--- config.mk ---
export PLATFORM = sky130hd
export DESIGN_NAME = weight_mem_reader
export DESIGN_NICKNAME = d
export VERILOG_FILES = /design/src/rtl/weight_pkg.sv /design/src/rtl/weight_row_assembler.sv /design/src/rtl/weight_mem_reader.sv
export SDC_FILE = /design/constraint.sdc
export NUM_CORES = 1
export LEC_CHECK = 0
export BUFFER_PORTS_ARGS = -buffer_cell sky130_fd_sc_hd__clkbuf_2
export CORE_ASPECT_RATIO = 0.6
export CORE_MARGIN = 5
export CORE_UTILIZATION = 48
export CTS_BUF_LIST = sky130_fd_sc_hd__clkbuf_4
export DETAILED_ROUTE_END_ITERATION = 10
export PLACE_DENSITY = 0.77
export RECOVER_POWER = 50
export SLEW_MARGIN = 20
export SYNTH_ARGS = -nofsm -noshare
export SYNTH_HDL_FRONTEND = slang
export SYNTH_SLANG_ARGS = --single-unit
--- constraint.sdc ---
create_clock -name clk -period 1.85 [get_ports clk]
set_input_delay 0.185 -clock clk [delete_from_list [all_inputs] [get_ports clk]]
set_output_delay 0.185 -clock clk [all_outputs]
set_load 0.005 [all_outputs]
--- src/rtl/weight_pkg.sv ---
// Shared definitions for the weight-memory read path: default weight width,
// reader FSM states and the lane-slice helper used to index packed row vectors.
package weight_pkg;

   localparam int DATA_WIDTH_DEF = 5;

   typedef enum logic [2:0] {
      IDLE,
      FETCH,
      DRAIN,
      PRESENT,
      DONE
   } rd_state_e;

   // Bit offset of lane `lane` in a packed vector of `width`-bit lanes.
   function automatic int lane_base(input int lane, input int width);
      return lane * width;
   endfunction

endpackage

--- src/rtl/weight_row_assembler.sv ---
// SIZE-lane capture register: writes wr_data into the addressed lane when
// wr_en is high; lanes hold their value otherwise and clear only on reset.
module weight_row_assembler
   import weight_pkg::*;
#(
   parameter int SIZE       = 8,
   parameter int DATA_WIDTH = DATA_WIDTH_DEF,
   parameter int LANE_W     = $clog2(SIZE)
) (
   input  logic                       clk,
   input  logic                       rst,
   input  logic                       wr_en,
   input  logic [LANE_W-1:0]          lane,
   input  logic [DATA_WIDTH-1:0]      wr_data,
   output logic [SIZE*DATA_WIDTH-1:0] row_data
);

   genvar gi;
   generate
      for (gi = 0; gi < SIZE; gi++) begin : g_lane
         logic [DATA_WIDTH-1:0] lane_q;
         logic [DATA_WIDTH-1:0] lane_d;

         always_comb begin
            lane_d = lane_q;
            if (wr_en && (lane == LANE_W'(gi))) begin
               lane_d = wr_data;
            end
         end

         always_ff @(posedge clk or posedge rst) begin
            if (rst) begin
               lane_q <= '0;
            end else begin
               lane_q <= lane_d;
            end
         end

         assign row_data[lane_base(gi, DATA_WIDTH) +: DATA_WIDTH] = lane_q;
      end
   endgenerate

endmodule

--- src/rtl/weight_mem_reader.sv ---
// Weight memory read sequencer: fetches the SIZE x SIZE matrix row by row and
// presents each row with valid/ready. Define WEIGHT_READER_TRANSPOSE_EN for column-major order.
module weight_mem_reader
   import weight_pkg::*;
#(
   parameter int SIZE       = 8,
   parameter int DATA_WIDTH = DATA_WIDTH_DEF,
   parameter int MEM_SIZE   = SIZE * SIZE,
   parameter int ADDR_WIDTH = $clog2(MEM_SIZE),
   parameter int ROW_W      = $clog2(SIZE)
) (
   input  logic                       clk,
   input  logic                       rst,
   input  logic                       start,
   output logic                       rd_en,
   output logic [ADDR_WIDTH-1:0]      rd_addr,
   input  logic [DATA_WIDTH-1:0]      rd_data,
   output logic [SIZE*DATA_WIDTH-1:0] row_data,
   output logic [ROW_W-1:0]           row_idx,
   output logic                       row_valid,
   input  logic                       row_ready,
   output logic                       busy,
   output logic                       done
);

   localparam logic [ADDR_WIDTH-1:0] SIZE_A = ADDR_WIDTH'(SIZE);
   localparam logic [ROW_W-1:0]      LAST   = ROW_W'(SIZE - 1);

   rd_state_e         state_q, state_d;
   logic [ROW_W-1:0]  row_q, row_d;
   logic [ROW_W-1:0]  col_q, col_d;
   logic [ROW_W-1:0]  cap_lane_q, cap_lane_d;
   logic              cap_en_q, cap_en_d;
   logic [ADDR_WIDTH-1:0] fetch_addr;

   always_comb begin
`ifdef WEIGHT_READER_TRANSPOSE_EN
      fetch_addr = ADDR_WIDTH'(col_q) * SIZE_A + ADDR_WIDTH'(row_q);
`else
      fetch_addr = ADDR_WIDTH'(row_q) * SIZE_A + ADDR_WIDTH'(col_q);
`endif
   end

   always_comb begin
      state_d   = state_q;
      row_d     = row_q;
      col_d     = col_q;
      rd_en     = 1'b0;
      rd_addr   = '0;
      row_valid = 1'b0;
      busy      = 1'b1;
      done      = 1'b0;

      case (state_q)
         IDLE: begin
            busy = 1'b0;
            if (start) begin
               state_d = FETCH;
               row_d   = '0;
               col_d   = '0;
            end
         end
         FETCH: begin
            rd_en   = 1'b1;
            rd_addr = fetch_addr;
            if (col_q == LAST) begin
               state_d = DRAIN;
            end else begin
               col_d = col_q + 1'b1;
            end
         end
         DRAIN: begin
            state_d = PRESENT;
         end
         PRESENT: begin
            row_valid = 1'b1;
            if (row_ready) begin
               if (row_q == LAST) begin
                  state_d = DONE;
               end else begin
                  row_d   = row_q + 1'b1;
                  col_d   = '0;
                  state_d = FETCH;
               end
            end
         end
         DONE: begin
            done    = 1'b1;
            state_d = IDLE;
         end
         default: begin
            state_d = IDLE;
         end
      endcase
   end

   // Read data arrives one cycle after the strobe, so the lane index lags col by one.
   always_comb begin
      cap_en_d   = rd_en;
      cap_lane_d = col_q;
   end

   always_ff @(posedge clk or posedge rst) begin
      if (rst) begin
         state_q    <= IDLE;
         row_q      <= '0;
         col_q      <= '0;
         cap_lane_q <= '0;
         cap_en_q   <= 1'b0;
      end else begin
         state_q    <= state_d;
         row_q      <= row_d;
         col_q      <= col_d;
         cap_lane_q <= cap_lane_d;
         cap_en_q   <= cap_en_d;
      end
   end

   assign row_idx = row_q;

   weight_row_assembler #(
      .SIZE       (SIZE),
      .DATA_WIDTH (DATA_WIDTH),
      .LANE_W     (ROW_W)
   ) u_assembler (
      .clk      (clk),
      .rst      (rst),
      .wr_en    (cap_en_q),
      .lane     (cap_lane_q),
      .wr_data  (rd_data),
      .row_data (row_data)
   );

endmodule

==> flow_summary.yaml <==
worst_setup_path:
  crit_type: "reg2reg"
  cp_data_required_time_ns: 2.14
  path_max_fanout: 2
  startpoint_type: "register"
  critPathLaunch: "row_idx[0]"
  arrival_ns: 2.13
  r2r_start: "row_idx[0]"
  reg2reg_setup_slack_ns: 0.02
  endpoint_kind: "register"
logic_synthesis:
  synth-edff-count: 0
  synth.most_common_cell: "dfrtp_1"
  async_reset_ff_frac: 1.000
  synth_nets: 164
  synth_top_area_frac: 0.5925
  syn_avg_cell_area_sq_um: 14.82
  netlist_area_sq_um: 2238
  synth_cells: 151
  synth_flop_cell: "dfrtp_1"
  synth_area_leaders: "dfrtp_1, mux2_2, ha_1, mux2i_1, and2_1"
  seq_area_frac_synth: 0.5925
  yosysTopAreaCell: "dfrtp_1"
  yosysWarnings: 0
  synthTopCellsByCount: "dfrtp_1, mux2_2, and2_1, nand2_1"
  ys_ff_latch: 53
  yosys.cell_types.count: 30
min_path:
  hold_start: "row_ready"
  hold_path.class: "in2reg"
die:
  pin_count: 62
  die-area_sq_um: 6174
  fp.dieH_um: 62.90
  row_count: 19
  core_area_sq_um: 4541
  initial_core_util: 0.4930
  die_x_um: 98.16
finish:
  fillers: 382
  insertedDiodeCount: 0
  num-nets-final: 240
  area_growth_pct: 24.59
  layout-drive-gt1-share: 0.5175
  final_cells: 291
sta:
  fmax_mhz: 545.3
  period_share: 0.9912
  whs_ns: 0.1029
  final_max_slew_viol_count: 0
  fin_worst_skew_ns: 0.008976
  hold_viol_final: 0
  grt_setup_unrepaired: "yes"
  relSlewSlack: 0.2470
  worst_slew_pin_slew_ns: 1.129
  setup_violations: 0
  layout_min_cycle_time_ns: 1.834
detailed_routing:
  first_pass_iters: 4
  avgViaCountPerCell: 4.986
  ant_nets: 0
  initialDrtViolationCount: 85
  wl_per_cell_um: 15.92
  via_count: 1451
  routed_wirelength_um: 4632
  route.detailed.drc: 0
global_routing:
  antenna_found_initial: 0
  grt_max_degree: 54
  grt_overflow: 0
  grtUsageTotal: 0.1634
  grt_pass1_wl_um: 8107
  grt_pass1_vias: 1578
clock_tree:
  clock_path_buffers: 2
  cts_tree: "done"
  h-tree-depth: 2
  cts_buffers: 5
  clock_sinks: 53
  clk_latency_ns: 0.37
  clkTransAtPathRegs_ns: 0.14
  ctsRootBufferMaster: "clkbuf_4"
place:
  place_inst: 279
  place.detailed.hpwl_um: 3366
  port_buffers: 61
  gp_congestion: 0.7307
pwr:
  p_leak_nw: 1.303
  pwr_density_cell_nw_per_um2: 1825
  vdd_ir_drop_max_mv: 0.8903
job:
  max_cap_violations: 0
run_status:
  status: "finished, final reports clean"
-- flip-flops by register name, summed over array words and instances (netlist names) --
register / flops
u_assembler.g_lane.lane_q: 40
cap_en_q: 1
row_idx: 3
cap_lane_q: 3
state_q: 3
cap_lane_d: 3
-- cells in the final DEF, fill, tap and decap left out, types with 4 or more instances in the layout --
cell,n
and2_1,6
buf_4,7
clkbuf_1,13
clkbuf_2,50
clkbuf_4,5
dfrtp_1,52
inv_1,4
mux2_2,40
mux2i_1,5
nand2_1,6
nand4b_1,4
-- final cells by class --
cell class                      count  area (sq um)  share of cell area
Multi-Input combinational cell     90         894.6              0.3208
Sequential cell                    53          1328              0.4760
Clock inverter                      3         65.06             0.02333
Inverter                            5         18.77            0.006729
Tap cell                           63         78.83             0.02826
Timing Repair Buffer               72         366.6              0.1314
Clock buffer                        5         37.54             0.01346
-- where the power goes --
| group | switching (W) | leakage, nW | internal, W | total, W |
|---|---|---|---|---|
| Combinational | 0.000895 | 0.619 | 0.00125 | 0.00215 |
| Clock | 0.000352 | 0.0552 | 0.000419 | 0.000770 |
| Sequential | 0.000437 | 0.629 | 0.00174 | 0.00217 |
| Total | 0.00168 | 1.30 | 0.00341 | 0.00509 |
-- metrics by stage --
stage | total power [W] | TNS, ns | area, sq um | setup WS [ns] | util
2_1_floorplan | 0.003388 | 0 | 2238 | 0.005367 | -
3_3_place_gp | 0.004307 | 0 | 2674 | 0.07245 | 0.5889
3_5_place_dp | 0.004391 | 0 | 2674 | 0.003556 | 0.5889
4_1_cts | 0.005211 | -0.01067 | 2824 | -0.01067 | 0.6219
5_1_grt | 0.005499 | -0.1861 | 2789 | -0.05144 | 0.6142
6_report | 0.005089 | 0 | 2789 | 0.01619 | 0.6142
-- cells by family after synthesis --
kind of cell	Yosys count	synth area share
simple gates	34	0.1124
mux	46	0.2303
compound gates	6	0.02795
flops	53	0.5925
fa+ha+maj	4	0.02236
buf+inv	8	0.01453
-- path summary, 6_finish.rpt --
check,endpoint,depth (start not counted)
setup / recovery,cap_lane_d[1],6
hold / removal,state_q[2],2
setup reg to reg,cap_lane_d[1],6
hold reg to reg,cap_lane_q[2],0
max in group asynchronous,state_q[0],4
min in group asynchronous,row_idx[2],4
-- routing by layer --
layer / track usage / part of all wire / vias to the layer above / wire length, um
li1: - / - / 687 / -
met1: 0.2279 / 0.49 / 724 / 2251
met2: 0.2458 / 0.45 / 33 / 2069
met3: 0.05574 / 0.057 / 7 / 262
met4: 0.04089 / 0.011 / 0 / 49
met5: 0 / 0 / - / 0
-- critical path, cell delays in order, from the launching register on --
cell and delay (ns):
dfrtp_1 0.41, ha_2 0.21, ha_4 0.16, nand3b_1 0.20, a2111oi_4 0.42, buf_4 0.19
mux2i_1 0.18
-- timing repair --
item,in CTS,in global routing
gates resized for setup,3,1
hold buffers,1,0
pin swaps,1,1
gates cloned,0,0
setup buffers,3,0
setup endpoints to repair,3,9
hold endpoints to repair,53,0
(Power assumes the default switching activity.)
